`src/rtl/slave_internal_error_rd_resp_gen.sv`:
```
// Internal error read-response source: queues AR requests rejected inside the slave and
// plays each back as a full ARLEN+1 beat error burst. Optional fill pattern: SLAVE_ERR_RD_DATA_PATTERN_EN.
module slave_internal_error_rd_resp_gen #(
  parameter int ID_WIDTH   = 8,
  parameter int DATA_WIDTH = 64,
  parameter int DEPTH      = 4
) (
  input  logic                         ACLK,
  input  logic                         ARESETn,
  input  logic                         err_req_valid,
  output logic                         err_req_ready,
  input  logic [ID_WIDTH-1:0]          err_req_id,
  input  logic [7:0]                   err_req_len,
  input  logic [1:0]                   err_req_resp,
  output logic                         RVALID,
  input  logic                         RREADY,
  output logic [ID_WIDTH-1:0]          RID,
  output logic [1:0]                   RRESP,
  output logic [DATA_WIDTH-1:0]        RDATA,
  output logic                         RLAST,
  output logic [$clog2(DEPTH+1)-1:0]   pending_cnt
);

  localparam int PW = $clog2(DEPTH);
  localparam int CW = $clog2(DEPTH+1);

  typedef enum logic {IDLE, SEND} state_t;

  typedef struct packed {
    logic [ID_WIDTH-1:0] id;
    logic [7:0]          len;
    logic [1:0]          resp;
  } req_t;

  req_t          fifo_mem [DEPTH];
  logic [PW-1:0] wr_ptr;
  logic [PW-1:0] rd_ptr;
  state_t        state;
  req_t          burst;
  logic [7:0]    beat_cnt;

  logic push;
  logic pop;
  logic fifo_nonempty;
  logic last_beat;
  req_t push_entry;

  // OKAY/EXOKAY are meaningless for a rejected request, so anything without bit 1 becomes SLVERR
  assign push_entry    = '{id: err_req_id, len: err_req_len,
                           resp: (err_req_resp[1] ? err_req_resp : 2'b10)};
  assign err_req_ready = (pending_cnt != CW'(DEPTH));
  assign push          = err_req_valid && err_req_ready;
  assign fifo_nonempty = (pending_cnt != '0);
  assign last_beat     = (beat_cnt == burst.len);
  assign pop           = fifo_nonempty &&
                         ((state == IDLE) || (RREADY && last_beat));

  assign RVALID = (state == SEND);
  assign RID    = burst.id;
  assign RRESP  = burst.resp;
  assign RLAST  = RVALID && last_beat;

`ifdef SLAVE_ERR_RD_DATA_PATTERN_EN
  assign RDATA = RVALID ? {(DATA_WIDTH/32){32'hDEADBEEF}} : '0;
`else
  assign RDATA = '0;
`endif

  // A pop on the final handshake reloads the burst registers so the next burst follows with no bubble
  always_ff @(posedge ACLK) begin
    if (!ARESETn) begin
      state       <= IDLE;
      wr_ptr      <= '0;
      rd_ptr      <= '0;
      pending_cnt <= '0;
      burst       <= '0;
      beat_cnt    <= '0;
    end else begin
      if (push) begin
        fifo_mem[wr_ptr] <= push_entry;
        wr_ptr           <= wr_ptr + PW'(1);
      end
      if (pop) begin
        rd_ptr <= rd_ptr + PW'(1);
      end
      case ({push, pop})
        2'b10:   pending_cnt <= pending_cnt + CW'(1);
        2'b01:   pending_cnt <= pending_cnt - CW'(1);
        default: pending_cnt <= pending_cnt;
      endcase
      case (state)
        IDLE: begin
          if (pop) begin
            burst    <= fifo_mem[rd_ptr];
            beat_cnt <= '0;
            state    <= SEND;
          end
        end
        SEND: begin
          if (RREADY) begin
            if (!last_beat) begin
              beat_cnt <= beat_cnt + 8'd1;
            end else if (pop) begin
              burst    <= fifo_mem[rd_ptr];
              beat_cnt <= '0;
            end else begin
              state <= IDLE;
            end
          end
        end
        default: state <= IDLE;
      endcase
    end
  end

endmodule

```
`config.mk`:
```
export PLATFORM = sky130hd
export DESIGN_NAME = slave_internal_error_rd_resp_gen
export DESIGN_NICKNAME = d
export VERILOG_FILES = /design/src/rtl/slave_internal_error_rd_resp_gen.sv
export SDC_FILE = /design/constraint.sdc
export NUM_CORES = 1
export LEC_CHECK = 0
export ABC_AREA = 1
export CORE_MARGIN = 2
export CORE_UTILIZATION = 40
export CTS_CLUSTER_SIZE = 10
export DETAILED_ROUTE_END_ITERATION = 10
export PLACE_DENSITY = 0.64
export SLEW_MARGIN = 15
export SYNTH_ARGS = -nofsm -noshare
export SYNTH_HDL_FRONTEND = slang
export SYNTH_SLANG_ARGS = --single-unit
```
`constraint.sdc`:
```
create_clock -name ACLK -period 2.3 [get_ports ACLK]
set_input_delay 0.23 -clock ACLK [delete_from_list [all_inputs] [get_ports ACLK]]
set_output_delay 0.23 -clock ACLK [all_outputs]
set_load 0.05 [all_outputs]
```
==> results of run 1 <==
final cells by class:
cell class                      instances  area [um^2]
Fill cell                            1197         6870
Sequential cell                       104         2780
Multi-Input combinational cell        342         1790
Timing Repair Buffer                   50          478
Clock buffer                            9          225
Tap cell                              172          215
Inverter                               29          109
Clock inverter                          7         55.1
logic make-up after synthesis:
| group | after synthesis | share of synthesized area |
|---|---|---|
| compound gates | 52 | 0.0569 |
| xor+xnor | 9 | 0.0170 |
| fa+ha+maj | 7 | 0.0187 |
| buf+inv | 123 | 0.161 |
| flops | 104 | 0.544 |
| mux | 17 | 0.0335 |
| other cells | 1 | 0.000738 |
| simple gates | 193 | 0.168 |
cells in the final DEF, fill, tap and decap left out, types with 13 or more instances in the layout:
cell                              instances
sky130_fd_sc_hd__nand2_1                 76
sky130_fd_sc_hd__nor2_1                  74
sky130_fd_sc_hd__edfxtp_1                68
sky130_fd_sc_hd__conb_1                  64
sky130_fd_sc_hd__clkdlybuf4s50_1         36
sky130_fd_sc_hd__dfxtp_1                 25
sky130_fd_sc_hd__inv_1                   25
sky130_fd_sc_hd__o21ai_0                 22
sky130_fd_sc_hd__mux2i_1                 17
sky130_fd_sc_hd__o22ai_1                 17
sky130_fd_sc_hd__nand3b_1                17
sky130_fd_sc_hd__buf_4                   13
repair_timing:
action,4_1_cts,5_1_grt
resized for setup,0,20
setup endpoints to repair,0,1
hold endpoints to repair,0,0
power by group through the flow:
stage | Combinational (uW) | Clock (uW) | Sequential [uW]
after floorplan | 2880 | 0 | 2650
after global placement | 3330 | 0 | 2600
after detailed placement | 3390 | 0 | 2610
after CTS | 3400 | 1440 | 2570
after global routing | 3780 | 1520 | 2640
final | 3430 | 1420 | 2590
sequential cells by signal (all words and copies together), names as in the netlist, named ones only:
signal,cells
RID,8
RRESP,2
RVALID,1
beat_cnt,8
burst,8
fifo_mem,68
pending_cnt,3
rd_ptr,2
wr_ptr,2
stage by stage:
step / utilization / setup slack, ns / cell area [um^2]
after floorplan: - / 0.0375 / 5330
after global placement: 0.425 / 0.178 / 5310
after CTS: 0.447 / 0.0806 / 5590
after global routing: 0.451 / 0.0126 / 5650
after detailed placement: 0.425 / 0.0577 / 5310
final: 0.451 / 0.193 / 5650
critical path, delay by kind of cell (launching register included):
kind | cells | cell delay (ns)
simple gates | 8 | 0.73
compound gates | 2 | 0.19
xor+xnor | 1 | 0.14
fa+ha+maj | 2 | 0.51
buf+inv | 2 | 0.12
flops | 1 | 0.34
worst max path at each step:
stage / from / end / depth (start not counted)
final: burst[5]$_SDFFE_PN0P_ / pending_cnt[2]$_SDFFE_PN0P_ / 15
after global routing: beat_cnt[2]$_SDFFE_PN0N_ / pending_cnt[2]$_SDFFE_PN0P_ / 15
after CTS: beat_cnt[1]$_SDFFE_PN0N_ / pending_cnt[2]$_SDFFE_PN0P_ / 16
after detailed placement: RREADY / pending_cnt[2]$_SDFFE_PN0P_ / 13
after global placement: RREADY / pending_cnt[2]$_SDFFE_PN0P_ / 13
after floorplan: pending_cnt[1]$_SDFFE_PN0P_ / fifo_mem[0][0]$_DFFE_PP_ / 4
metal layers:
metal	up-vias	track usage	part of all wire
met2	84	0.243	0.50
li1	1605	-	-
met5	-	0	0
met4	0	0.0635	0.020
met1	1528	0.165	0.44
met3	15	0.0213	0.041
==> metrics.md, run 1 <==
| Metric | Value |
|---|---|
| Kind of end point of the critical path | flop |
| Total Power Consumption | 7440 uW |
| Cell types occupying the most area after synthesis | sky130_fd_sc_hd__edfxtp_1 40%, sky130_fd_sc_hd__dfxtp_1 14%, sky130_fd_sc_hd__buf_4 11%, sky130_fd_sc_hd__nor2_1 5.8%, sky130_fd_sc_hd__nand2_1 5.6% |
| Post-route DRC | 0 |
| Sum Neg Setup Slack | 0 ns |
| Maximum level of the CTS H-tree | 3 |
| Per-cell via count in the routed design | 4.53 |
| Number of enable flip-flop cells after synthesis | 68 |
| Crit-path max FO | 3 |
| Final period demand of the worst path | 2.11 ns |
| CTS Hold Buffers Added | 0 |
| Critical-path cell with the highest stage delay | sky130_fd_sc_hd__fa_2 |
| Port bufs | 37 |
| Worst-Margin Slew | 0.570 ns |
| Overall via count from detail_route | 3,232 |
| Final cycle utilization of the critical path | 0.916 |
| Hold crit path type | flop to flop |
| Pin count of the biggest net entering global routing | 35 |
| Final hold vios | 0 |
| Most used flip-flop cell after synthesis | sky130_fd_sc_hd__edfxtp_1 |
| Worst hold start | beat_cnt[6]$_SDFFE_PN0N_ |
| Total number of nets in the final design | 565 |
| Relative contribution of combinational cells to total power | 0.461 |
| Setup clock skew after layout | 0.00629 ns |
| Setup violators final | 0 |
| Most numerous cell in the Yosys netlist | sky130_fd_sc_hd__nor2_1 |
| Highest attainable clock frequency | 0.475 GHz |
| Setup repair after global routing missed its margin | false |
| Mean cell area of the mapped netlist | 10.0 um^2 |
| Sum of routed wire length over all layers | 8980 um |
| Internal power contribution | 4270 uW |
| Sequential fraction of design power | 0.349 |
| Type of the setup path with the least slack | flop to flop |
| Buffer type at the clock tree root | sky130_fd_sc_hd__clkbuf_16 |
| Row Count | 41 |
| Post-Route Hold Slack | 0.484 ns |
| Data arrival time of the critical path | 2.37 ns |
| Yosys Warn Count | 0 |
| Largest stage delay, worst path | 0.39 ns |
| Placed wire-length estimate after detailed placement | 5980 um |
| Critical path startpoint category | flop |
| DIE AREA | 13,600 um^2 |
| Net switching power | 3160 uW |
| Post-CTS setup repair buffer count | 0 |
| Global route overflow | 0 |
| Synth Instances | 506 |
| TritonCTS clock tree | done |
| Post-route ant nets | 0 |
| Max_slew headroom | 0.617 |
| Max-Cap Viols | 0 |
| Synth Cell Area | 5080 um^2 |
| Area delta synth->final | 11.2% |
| Slew Viols, Final | 0 |
| Share of the synthesized area in the top cell type | 0.402 |
| Number of sinks on the clock net | 104 |
| End of the worst hold path | beat_cnt[6]$_SDFFE_PN0N_ |
| Clock group share of total power | 0.191 |
| Final weighted congestion in routability-driven placement | 0.789 |
| Reg clk slew, reported paths | 0.07 ns |
| Sequential share of the synthesized area | 0.544 |
| Required time of the worst setup path | 2.57 ns |
| Library cell with the largest summed area after synthesis | sky130_fd_sc_hd__edfxtp_1 |
| Total track usage | 0.138 |
| Number of diodes | 0 |
| Initial Util | 0.406 |
| Worst Reg-to-Reg Cells | 15 |
| Routed wire length per instance | 12.6 um |
| Chip Height | 117 um |
| Clock buffer count from CTS | 9 |
| Reg-to-Reg Start | burst[5]$_SDFFE_PN0P_ |
| Register-to-register setup slack | 0.19 ns |
| Fraction of layout cells with a size suffix above 1 | 0.120 |
| FF-to-FF End | pending_cnt[2]$_SDFFE_PN0P_ |
| Width of the die | 117 um |
| Power density over cell area | 1320 nW/um^2 |
| First-iteration detailed-routing DRC count | 126 |
| Outcome | finished clean |
| Maximum number of buffers from clock root to sink | 2 |
| Static leakage | 0.00220 uW |
| I/O Pins | 102 |
| Number of distinct library cells after synthesis | 32 |
| Placeable Area | 12,500 um^2 |
| Switching Share | 0.426 |
| Async set-reset flop share out of synthesis | 0 |
| First-pass DRT Iterations | 4 |
| Yosys reg bits | 104 |
| Worst IR drop on VDD | 0.000442 V |
| First-pass GRT wire length | 14,300 um |
| Finished Layout Cells | 713 |
| Initial antenna violation count | 0 |
| Worst skew pair latency | 0.34 ns |
| Leading cell types by count after synthesis | 78 x sky130_fd_sc_hd__nor2_1, 77 x sky130_fd_sc_hd__buf_4, 76 x sky130_fd_sc_hd__nand2_1, 68 x sky130_fd_sc_hd__edfxtp_1, 36 x sky130_fd_sc_hd__dfxtp_1 |
| Hold path cells | 2 |
| Vias in the first global route | 2,957 |
| Placed cell count | 697 |
| Ordered cell list for the critical path | xnor2_2 -> nand2_1 -> nor2_2 -> nand3_2 -> nand2_4 -> nand2_2 -> inv_2 -> ha_4 -> inv_2 -> fa_2 -> nor2_1 -> nor2_1 -> nand2_1 -> o21ai_1 -> a21oi_1 |
Note: power is estimated with default switching activity, not from simulation.
==> run 2: changes to the inputs <==
--- a/config.mk
+++ b/config.mk
@@ -8,6 +8,7 @@
 export ABC_AREA = 1
 export CORE_MARGIN = 2
 export CORE_UTILIZATION = 40
+export CTS_BUF_LIST = sky130_fd_sc_hd__clkbuf_4 sky130_fd_sc_hd__clkbuf_8 sky130_fd_sc_hd__clkbuf_16
 export CTS_CLUSTER_SIZE = 10
 export DETAILED_ROUTE_END_ITERATION = 10
 export PLACE_DENSITY = 0.64
==> results of run 2 <==
Same layout as run 1: the final DEF is identical, and so are final timing and power.
